## src/rtl/rc4_pkg.sv

```systemverilog
// Shared types and sizing for the RC4 keystream engine and its key selector.
package rc4_pkg;
  localparam int SBOX_SIZE   = 256;
  localparam int INIT_CYCLES = 128;

  typedef enum logic [2:0] {
    IDLE,
    INIT,
    KSA_RD,
    KSA_SW,
    PRGA_RD,
    PRGA_SW,
    PRGA_OUT,
    PRGA_WAIT
  } state_t;
endpackage

```

## src/rtl/rc4_key_sel.sv

```systemverilog
// Holds the latched key and length and walks the key index k during KSA.
// k wraps at len_q-1 by compare, so no divider is needed for key_len that is not a power of two.
module rc4_key_sel #(
  parameter  int MAX_KEY_BYTES = 16,
  localparam int KW = (MAX_KEY_BYTES > 1) ? $clog2(MAX_KEY_BYTES) : 1,
  localparam int LW = $clog2(MAX_KEY_BYTES) + 1
) (
  input  logic                       clk,
  input  logic                       rst_n,
  input  logic                       load,
  input  logic [8*MAX_KEY_BYTES-1:0] key,
  input  logic [LW-1:0]              key_len,
  input  logic                       clear,
  input  logic                       advance,
  output logic [7:0]                 key_byte
);
  logic [8*MAX_KEY_BYTES-1:0] key_q;
  logic [LW-1:0]              len_q;
  logic [KW-1:0]              k;

  always_ff @(posedge clk or negedge rst_n) begin
    if (!rst_n) begin
      key_q <= '0;
      len_q <= '0;
      k     <= '0;
    end else if (load) begin
      key_q <= key;
      len_q <= key_len;
      k     <= '0;
    end else if (clear) begin
      k <= '0;
    end else if (advance) begin
      if (LW'(k) == len_q - LW'(1)) k <= '0;
      else                          k <= k + KW'(1);
    end
  end

  assign key_byte = key_q[{k, 3'b000} +: 8];
endmodule

```

## src/rtl/rc4_engine.sv

```systemverilog
// RC4 sequencer over a 3-port S-box RAM: identity init, KSA, then PRGA bytes on valid/ready.
// First byte 643 clocks after a valid start; at least 4 clocks per byte, held while ks_ready is low.
module rc4_engine
  import rc4_pkg::*;
#(
  parameter  int MAX_KEY_BYTES = 16,
  localparam int LW = $clog2(MAX_KEY_BYTES) + 1
) (
  input  logic                       clk,
  input  logic                       rst_n,
  input  logic                       start,
  input  logic [8*MAX_KEY_BYTES-1:0] key,
  input  logic [LW-1:0]              key_len,
  output logic                       busy,
  output logic                       err,
  output logic                       ks_valid,
  input  logic                       ks_ready,
  output logic [7:0]                 ks_data,
  output logic                       ram_wen,
  output logic [7:0]                 ram_raddr_1,
  input  logic [7:0]                 ram_rdata_1,
  output logic [7:0]                 ram_waddr_2,
  output logic [7:0]                 ram_wdata_2,
  output logic [7:0]                 ram_addr_3,
  input  logic [7:0]                 ram_rdata_3,
  output logic [7:0]                 ram_wdata_3
);
  state_t     state;
  logic [7:0] i, j, t;
  logic [6:0] cnt;
  logic [7:0] key_byte;
  logic       len_ok;
  logic       init_last;

  assign len_ok    = (key_len != '0) && (key_len <= LW'(MAX_KEY_BYTES));
  assign init_last = (state == INIT) && (cnt == 7'(INIT_CYCLES - 1));

  rc4_key_sel #(.MAX_KEY_BYTES(MAX_KEY_BYTES)) u_key_sel (
    .clk      (clk),
    .rst_n    (rst_n),
    .load     (start && len_ok),
    .key      (key),
    .key_len  (key_len),
    .clear    (init_last),
    .advance  (state == KSA_RD),
    .key_byte (key_byte)
  );

  always_ff @(posedge clk or negedge rst_n) begin
    if (!rst_n) begin
      state    <= IDLE;
      i        <= '0;
      j        <= '0;
      t        <= '0;
      cnt      <= '0;
      busy     <= 1'b0;
      err      <= 1'b0;
      ks_valid <= 1'b0;
      ks_data  <= '0;
    end else begin
      err <= 1'b0;
      if (start) begin
        // Any start aborts whatever is in flight, including a pending byte.
        ks_valid <= 1'b0;
        i        <= '0;
        j        <= '0;
        cnt      <= '0;
        if (len_ok) begin
          state <= INIT;
          busy  <= 1'b1;
        end else begin
          state <= IDLE;
          busy  <= 1'b0;
          err   <= 1'b1;
        end
      end else begin
        case (state)
          INIT: begin
            cnt <= cnt + 7'd1;
            if (init_last) begin
              state <= KSA_RD;
              i     <= '0;
              j     <= '0;
            end
          end
          KSA_RD: begin
            j     <= j + ram_rdata_1 + key_byte;
            state <= KSA_SW;
          end
          KSA_SW: begin
            if (i == 8'(SBOX_SIZE - 1)) begin
              state <= PRGA_RD;
              i     <= '0;
              j     <= '0;
              busy  <= 1'b0;
            end else begin
              i     <= i + 8'd1;
              state <= KSA_RD;
            end
          end
          PRGA_RD: begin
            i     <= i + 8'd1;
            j     <= j + ram_rdata_1;
            state <= PRGA_SW;
          end
          PRGA_SW: begin
            // Sum of the two cells is the same before and after the swap.
            t     <= ram_rdata_1 + ram_rdata_3;
            state <= PRGA_OUT;
          end
          PRGA_OUT: begin
            ks_data  <= ram_rdata_1;
            ks_valid <= 1'b1;
            state    <= PRGA_WAIT;
          end
          PRGA_WAIT: begin
            if (ks_ready) begin
              ks_valid <= 1'b0;
              state    <= PRGA_RD;
            end
          end
          default: state <= IDLE;
        endcase
      end
    end
  end

  // RAM addressing is decoded from registered state so reads land in the same cycle.
  always_comb begin
    ram_wen     = 1'b0;
    ram_raddr_1 = '0;
    ram_waddr_2 = '0;
    ram_wdata_2 = '0;
    ram_addr_3  = '0;
    ram_wdata_3 = '0;
    case (state)
      INIT: begin
        ram_wen     = 1'b1;
        ram_waddr_2 = {cnt, 1'b0};
        ram_wdata_2 = {cnt, 1'b0};
        ram_addr_3  = {cnt, 1'b1};
        ram_wdata_3 = {cnt, 1'b1};
      end
      KSA_RD:   ram_raddr_1 = i;
      PRGA_RD:  ram_raddr_1 = i + 8'd1;
      PRGA_OUT: ram_raddr_1 = t;
      KSA_SW, PRGA_SW: begin
        ram_raddr_1 = i;
        ram_addr_3  = j;
        ram_wen     = 1'b1;
        ram_waddr_2 = i;
        ram_wdata_2 = ram_rdata_3;
        ram_wdata_3 = ram_rdata_1;
      end
      default: ;
    endcase
  end
endmodule

```

## config.mk

```make
export PLATFORM = sky130hd
export DESIGN_NAME = rc4_engine
export DESIGN_NICKNAME = d
export VERILOG_FILES = /design/src/rtl/rc4_pkg.sv /design/src/rtl/rc4_key_sel.sv /design/src/rtl/rc4_engine.sv
export SDC_FILE = /design/constraint.sdc
export NUM_CORES = 1
export LEC_CHECK = 0
export CORE_ASPECT_RATIO = 1.25
export CORE_UTILIZATION = 45
export DETAILED_ROUTE_END_ITERATION = 8
export HOLD_SLACK_MARGIN = 0.12
export PLACE_DENSITY = 0.73
export SYNTH_ARGS = -nofsm -noshare
export SYNTH_HDL_FRONTEND = slang
export SYNTH_SLANG_ARGS = --single-unit
```

## constraint.sdc

```tcl
create_clock -name clk -period 4.3 [get_ports clk]
set_input_delay 1.075 -clock clk [delete_from_list [all_inputs] [get_ports clk]]
set_output_delay 1.075 -clock clk [all_outputs]
set_load 0.005 [all_outputs]
```

==> Yosys cells after proc, flatten, opt, wreduce, memory -nomap -nowiden <==
Index checks and enable logic that the tools add are counted.
{ "word_totals": {"latchBits": 0, "regBits": 182, "mem_bits_rw": 0, "mem_bits_ro": 0, "n_memories": 0, "inputBits": 153, "word_cells": 90} }
{ "classes": {"mux": 34, "bitwise": 1, "shift": 1, "div": 0, "mul": 0, "order_cmp": 1, "reduce_logical": 21, "n_addsub": 7, "eq_ne": 13} }
{ "ops": {"columns": ["op", "n"], "rows": [
  ["128-bit by 8-bit indexed part select with 8-bit output", 1],
  ["8-bit one-hot mux with 2 select lines", 4],
  ["8-bit one-hot mux with 3 select lines", 2],
  ["8-bit two-way mux", 5],
  ["8-bit one-hot mux with 4 select lines", 1],
  ["8-bit adder", 3],
  ["3-bit one-hot mux with 7 select lines", 1],
  ["4-bit two-way mux", 4],
  ["7-bit two-way mux", 2],
  ["3-bit == test, second input constant", 4],
  ["3-bit two-way mux", 4],
  ["2-bit AND reduction", 6],
  ["1-bit two-way mux", 10],
  ["5-bit nonzero test", 2],
  ["3-bit != test, second input constant", 3],
  ["8-bit by 1-bit adder with 8-bit output, second input constant", 1],
  ["8-bit == test, second input constant", 1],
  ["7-bit by 1-bit adder with 7-bit output, second input constant", 1],
  ["7-bit == test, second input constant", 1],
  ["3-bit by 2-bit == test with 1-bit output, second input constant", 2],
  ["2-bit nonzero test", 3],
  ["3-bit nonzero test", 2],
  ["3-bit OR reduction", 2],
  ["4-bit by 5-bit == test with 1-bit output", 1],
  ["other kinds (10)", 12]
]} }

==> Longest topological paths before layout <==
{ "logic_depth": {"ltp_word": 6, "depth_mapped": 17, "ltp_nobuf": 14} }

==> Cells and area by module <==
A second synthesis with hierarchy kept.
{ "unflattened": {"hier_cells": 871, "hier_area_um2": 10154.7} }
{ "modules_own_cells": {"columns": ["module", "area_each_um2", "seq_area_each_um2", "n_inst", "cells_each"], "rows": [
  ["rc4_key_sel", 6386.1, 3428.3, 1, 432],
  ["rc4_engine", 3768.6, 1126.1, 1, 439]
]} }

==> Least setup slack after synthesis <==
No wires, ideal clock.
{ "synth_path": {"path_type": "input-to-reg", "start": "input ram_rdata_1[0]", "end": "register j[7]", "stages": 12, "setup_time_ns": 0.133, "n_path_buf": 0, "path_slack_ns": 0.856, "required_ns": 4.167, "arrival_ns": 3.312, "cell_sequence": "ha_1 -> fa_1 -> a21o_1 -> a21oi_1 -> xnor2_1 -> ha_1 -> nand3_1 -> o211ai_1 -> o41ai_1 -> xor2_1 -> nand3b_1 -> o211ai_1"} }
{ "synth_via": {"elab_chain_len": 4} }
{ "synth_lines": {"columns": ["element", "line", "rtl"], "rows": [
  ["start: declaration", "rc4_engine.sv:21", "input logic [7:0] ram_rdata_1,"],
  ["8-bit adder (*)", "rc4_engine.sv:87, rc4_engine.sv:103", null],
  ["8-bit adder", "rc4_engine.sv:87", "j <= j + ram_rdata_1 + key_byte;"],
  ["8-bit one-hot mux with 4 select lines (*)", "rc4_engine.sv:77", "case (state)"],
  ["8-bit two-way mux (*)", "rc4_engine.sv:62", "if (start) begin"],
  ["end signal: assignment", "rc4_engine.sv:87", null],
  ["end signal: assignment", "rc4_engine.sv:103", "j <= j + ram_rdata_1;"],
  ["end: declaration", "rc4_engine.sv:29", "logic [7:0] i, j, t;"]
]} }
Mark *: on every way between the ends. The rest lies on a longest branch, timed or not.
A chain may end at the register's enable or synchronous reset.

==> Worst setup path after layout <==
Ends and elaborated chain as after synthesis.

==> results summary <==
The remaining routing DRC violations came out at 0. The endpoint identified for the worst register-to-register timing path is j[7]. The fraction of final layout cells with drive strength greater than 1 is 0.07981. Routability-driven placement finished with a final weighted congestion of 0.8489. The library cell used most frequently in the layout, excluding fill and tap cells, is sky130_fd_sc_hd__clkdlybuf4s50_1. The area inside the core boundary is 21470 um2. The number of clock buffers inserted by TritonCTS is 17. Among cell families on the critical path, the largest total delay comes from compound AO/OA/AOI/OAI gates. The count of buffer and inverter cells on the critical path is 1. The number of vias after detailed routing came out at 7356. The critical register-to-register path startpoint is u_key_sel.k[0]. The largest total area in the synthesized netlist belongs to sky130_fd_sc_hd__dfrtp_1.

Hold timing on the final database bottoms out at a slack of 0.4891 ns. Among all flip-flop cells after synthesis, the most frequent one is sky130_fd_sc_hd__dfrtp_1. The proportion of power drawn by combinational gates is 0.377. The count of cell types in the netlist came out at 57. The number of global-route vias before repair came to 7620. The mapped netlist covers 9799 um2.

For this design, the sink count on the clock tree is 182. During placement, the flow inserted port buffers numbering 204. Of the available clock period, the critical path in the final layout requires 0.8859.

The largest fanout on the critical path is 5. Cell internal power was estimated by the tool at 4.146 mW. STA classifies the critical path endpoint as a register. The share of total power in sequential cells came out at 0.355.

The number of hold-repair buffers added at the cts stage is 0. The required time of the worst setup path came out at 4.64 ns. Synthesis produced a netlist with a net count of 1020. The normalized max-slew margin came out at 0.2320. The largest net degree at the start of global routing came out at 67. Of the total power, the share spent switching nets is 0.3425. The share of total power dissipated in the clock network is 0.268. The layout-stage area growth over the synthesis result is 30.53%. The leakage power total is 5.315 nW. The worst IR drop on VDD is 407.7 uV. The DRC marker count from the first detailed-route iteration came out at 291. The net load switching power came out at 2.160 mW.

In this run the number of H-tree levels came out at 4. Before CTS, the worst setup slack after placement is 0.06820 ns. The residual antenna-violating net count after detailed routing came out at 0. The share of the Yosys chip area taken by registers is 0.4648. The I/O pin count is 205. The flow ran to the end, and the final reports show no timing, DRC or antenna violations. For this run, the top clock speed supported by timing is 262.5 MHz. The final count of hold timing violations came out at 0. The cell with the biggest individual delay on the critical path is sky130_fd_sc_hd__clkdlybuf4s50_1.

The count of antenna diodes in the layout is 0. The die is 134.0 um wide. Yosys printed 0 warnings. Detailed placement finished with a half-perimeter wire length of 18360 um.

Wires add up to 24570 um. Each instance of the synthesized netlist takes up on average 11.68 um2. The largest stage delay on the critical path came out at 0.45 ns. The top cell types in the final layout, fill and taps aside, are sky130_fd_sc_hd__clkdlybuf4s50_1 (203), sky130_fd_sc_hd__dfrtp_1 (181), sky130_fd_sc_hd__mux2_1 (149). The clock arrives with 0.01300 ns of skew.

The die is 167.0 um tall. The instance count after placement with tap cells included came out at 1287. The overall fraction of global-route tracks in use is 0.2298. The floorplan die area is 22370 um2. The wire length of the first global-routing pass came out at 39720 um.

The final non-filler cell total is 1319. The data arrival time of the critical path came out at 4.15 ns. The net total in the final layout is 1208. Counting along the longest clock path gives a buffer depth of 2. Tracing the worst setup path back leads to its startpoint at ram_rdata_1[0]. The area share of the largest cell type after synthesis is 0.4648. The remaining global-route overflow came out at 0. The number of gates resized after CTS came out at 0. The cell area power density is 493.0 nW/um2.

Walking the worst path, the cells encountered are clkdlybuf4s50_1, ha_1, fa_1, a21o_1, a21oi_1, xnor2_1, ha_1, nand3_1, o211ai_1, o41ai_1, xor2_1, a22oi_1, o211ai_1. Setup total negative slack on the finished layout was measured at 0 ns. The register-to-register setup slack is 0.76 ns. The post-placement cell area came out at 12140 um2.

The synthesized design contains 182 register bits. The count of flip-flops with a built-in enable after synthesis came out at 0. The critical path runs through a total of 13 cells.

The number of buffers inserted by post-CTS setup repair came out at 0. The initial standard-cell utilization of the core came out at 0.4564. The number of antenna violations at the first check in global routing is 0.

In the post-synthesis netlist, the biggest area contributors are sky130_fd_sc_hd__dfrtp_1 (46%), sky130_fd_sc_hd__mux2_1 (17%), sky130_fd_sc_hd__mux4_2 (4.4%). The async set-or-reset flop fraction in the synthesized netlist is 1.000. The start-to-end type of the worst setup path is in -> reg. The transition time of the tightest slew-check pin came out at 1.143 ns. The floorplan has 60 rows. The number of pins with negative max-slew slack in the final report came to 0. The worst setup slack after layout is 0.4907 ns. The final count of negative-setup-slack endpoints is 0. After layout, the minimum clock period comes to 3.809 ns. The cell depth of the worst flop-to-flop path is 12. The most critical setup path has its endpoint at j[7].

In this run the worst hold path is classified as reg -> reg. In the synthesized netlist, the number of instances is 839. The vias per cell is 5.577. The startpoint type of the worst setup path is an input port.

The root buffer cell chosen for the clock tree is sky130_fd_sc_hd__clkbuf_16. The clock-pin slew of the registers on the worst-case setup and hold paths is 0.07 ns. The finished cells cover 12790 um2. The tool flagged a number of max-cap violations equal to 0. TritonCTS built the clock tree. Dividing the detail-routed wire length by the instance count gives 18.63 um. The insertion delay to the later sink of the worst-skew pair is 0.43 ns. The first detailed-routing pass took 5 iterations. Setup repair after global routing left no endpoint under its margin.
## worst reg2reg max path: stages (launching register included)
cell	delay, ns
sky130_fd_sc_hd__dfrtp_2	0.63
sky130_fd_sc_hd__buf_12	0.29
sky130_fd_sc_hd__mux4_2	0.56
sky130_fd_sc_hd__a22oi_1	0.15
sky130_fd_sc_hd__and2_1	0.25
sky130_fd_sc_hd__inv_2	0.05
sky130_fd_sc_hd__ha_1	0.28
sky130_fd_sc_hd__a21oi_1	0.22
sky130_fd_sc_hd__o211ai_1	0.17
sky130_fd_sc_hd__o41ai_1	0.37
sky130_fd_sc_hd__xor2_1	0.20
sky130_fd_sc_hd__a22oi_1	0.09
sky130_fd_sc_hd__o211ai_1	0.19
## how the worst min path moves through the flow
stage                                     from                    to  slack, ns  cells past startpoint
final                      u_key_sel.key_q[23]   u_key_sel.key_q[23]       0.49                      1
after global routing      u_key_sel.key_q[112]  u_key_sel.key_q[112]       0.50                      1
after CTS                  u_key_sel.key_q[55]   u_key_sel.key_q[55]       0.49                      1
after detailed placement   u_key_sel.key_q[55]   u_key_sel.key_q[55]       0.48                      1
after global placement    u_key_sel.key_q[117]  u_key_sel.key_q[117]       0.47                      1
after floorplan                           t[4]                  t[4]       0.45                      2
## logic make-up after synthesis
| group | Yosys count | synth area share |
|---|---|---|
| mux | 192 | 0.2394 |
| flops | 182 | 0.4648 |
| compound gates | 166 | 0.1171 |
| simple gates | 165 | 0.08057 |
| buf+inv | 76 | 0.03332 |
| xor+xnor | 30 | 0.02681 |
| fa+ha+maj | 28 | 0.03805 |
## sequential cells by signal (all words and copies together), names as in the netlist
signal,flops
err,1
i,8
cnt,7
ks_data,8
u_key_sel.len_q,5
u_key_sel.key_q,128
u_key_sel.k,4
ks_valid,1
busy,1
t,8
j,8
state,3
## synthesized netlist by cell type, types with 7 or more instances
library cell and instances:
sky130_fd_sc_hd__xor2_1 15, sky130_fd_sc_hd__buf_2 24, sky130_fd_sc_hd__mux2i_1 24, sky130_fd_sc_hd__mux4_2 19, sky130_fd_sc_hd__a22oi_1 12, sky130_fd_sc_hd__nand2_1 53, sky130_fd_sc_hd__a221oi_1 7, sky130_fd_sc_hd__clkbuf_1 26
sky130_fd_sc_hd__nor2b_1 9, sky130_fd_sc_hd__dfrtp_1 182, sky130_fd_sc_hd__mux2_1 149, sky130_fd_sc_hd__nand3_1 16, sky130_fd_sc_hd__inv_1 17, sky130_fd_sc_hd__o21ai_0 9, sky130_fd_sc_hd__nor3_1 8, sky130_fd_sc_hd__a21oi_1 29
sky130_fd_sc_hd__o21ai_1 35, sky130_fd_sc_hd__a22o_1 28, sky130_fd_sc_hd__nor2_1 46, sky130_fd_sc_hd__ha_1 25, sky130_fd_sc_hd__xnor2_1 15, sky130_fd_sc_hd__and2_1 7
## per-stage QoR
stage	utilization	power, mW
finish	0.5957	6.306
global route	0.5957	6.699
CTS	0.5957	6.367
detailed placement	0.5656	4.653
global placement	0.5656	4.577
floorplan	-	3.864
## per-layer routing
metal	up-vias	GRT usage	wire length (um)
met1	3628	0.2717	9852
met4	0	0.1008	860
met3	42	0.07245	1775
li1	3450	-	-
met5	-	0	0
met2	236	0.3812	12080
## area by class of cell
| class | instances | area (um2) |
|---|---|---|
| inverters | 20 | 75.07 |
| multi-input cells | 581 | 4926 |
| clock buffers | 18 | 439.2 |
| flip-flops and latches | 182 | 4556 |
| repair buffers | 225 | 2238 |
| well taps | 279 | 349.1 |
| clock inverters | 14 | 207.7 |
| fillers | 1838 | 8680 |
## power groups by stage
| stage | sequential, mW | combinational [mW] | clock, mW |
|---|---|---|---|
| finish | 2.24 | 2.38 | 1.69 |
| global route | 2.29 | 2.62 | 1.79 |
| CTS | 2.24 | 2.40 | 1.73 |
| detailed placement | 2.27 | 2.38 | 0 |
| global placement | 2.26 | 2.32 | 0 |
| floorplan | 2.14 | 1.72 | 0 |
No activity file was read; power rests on OpenSTA's default activity.
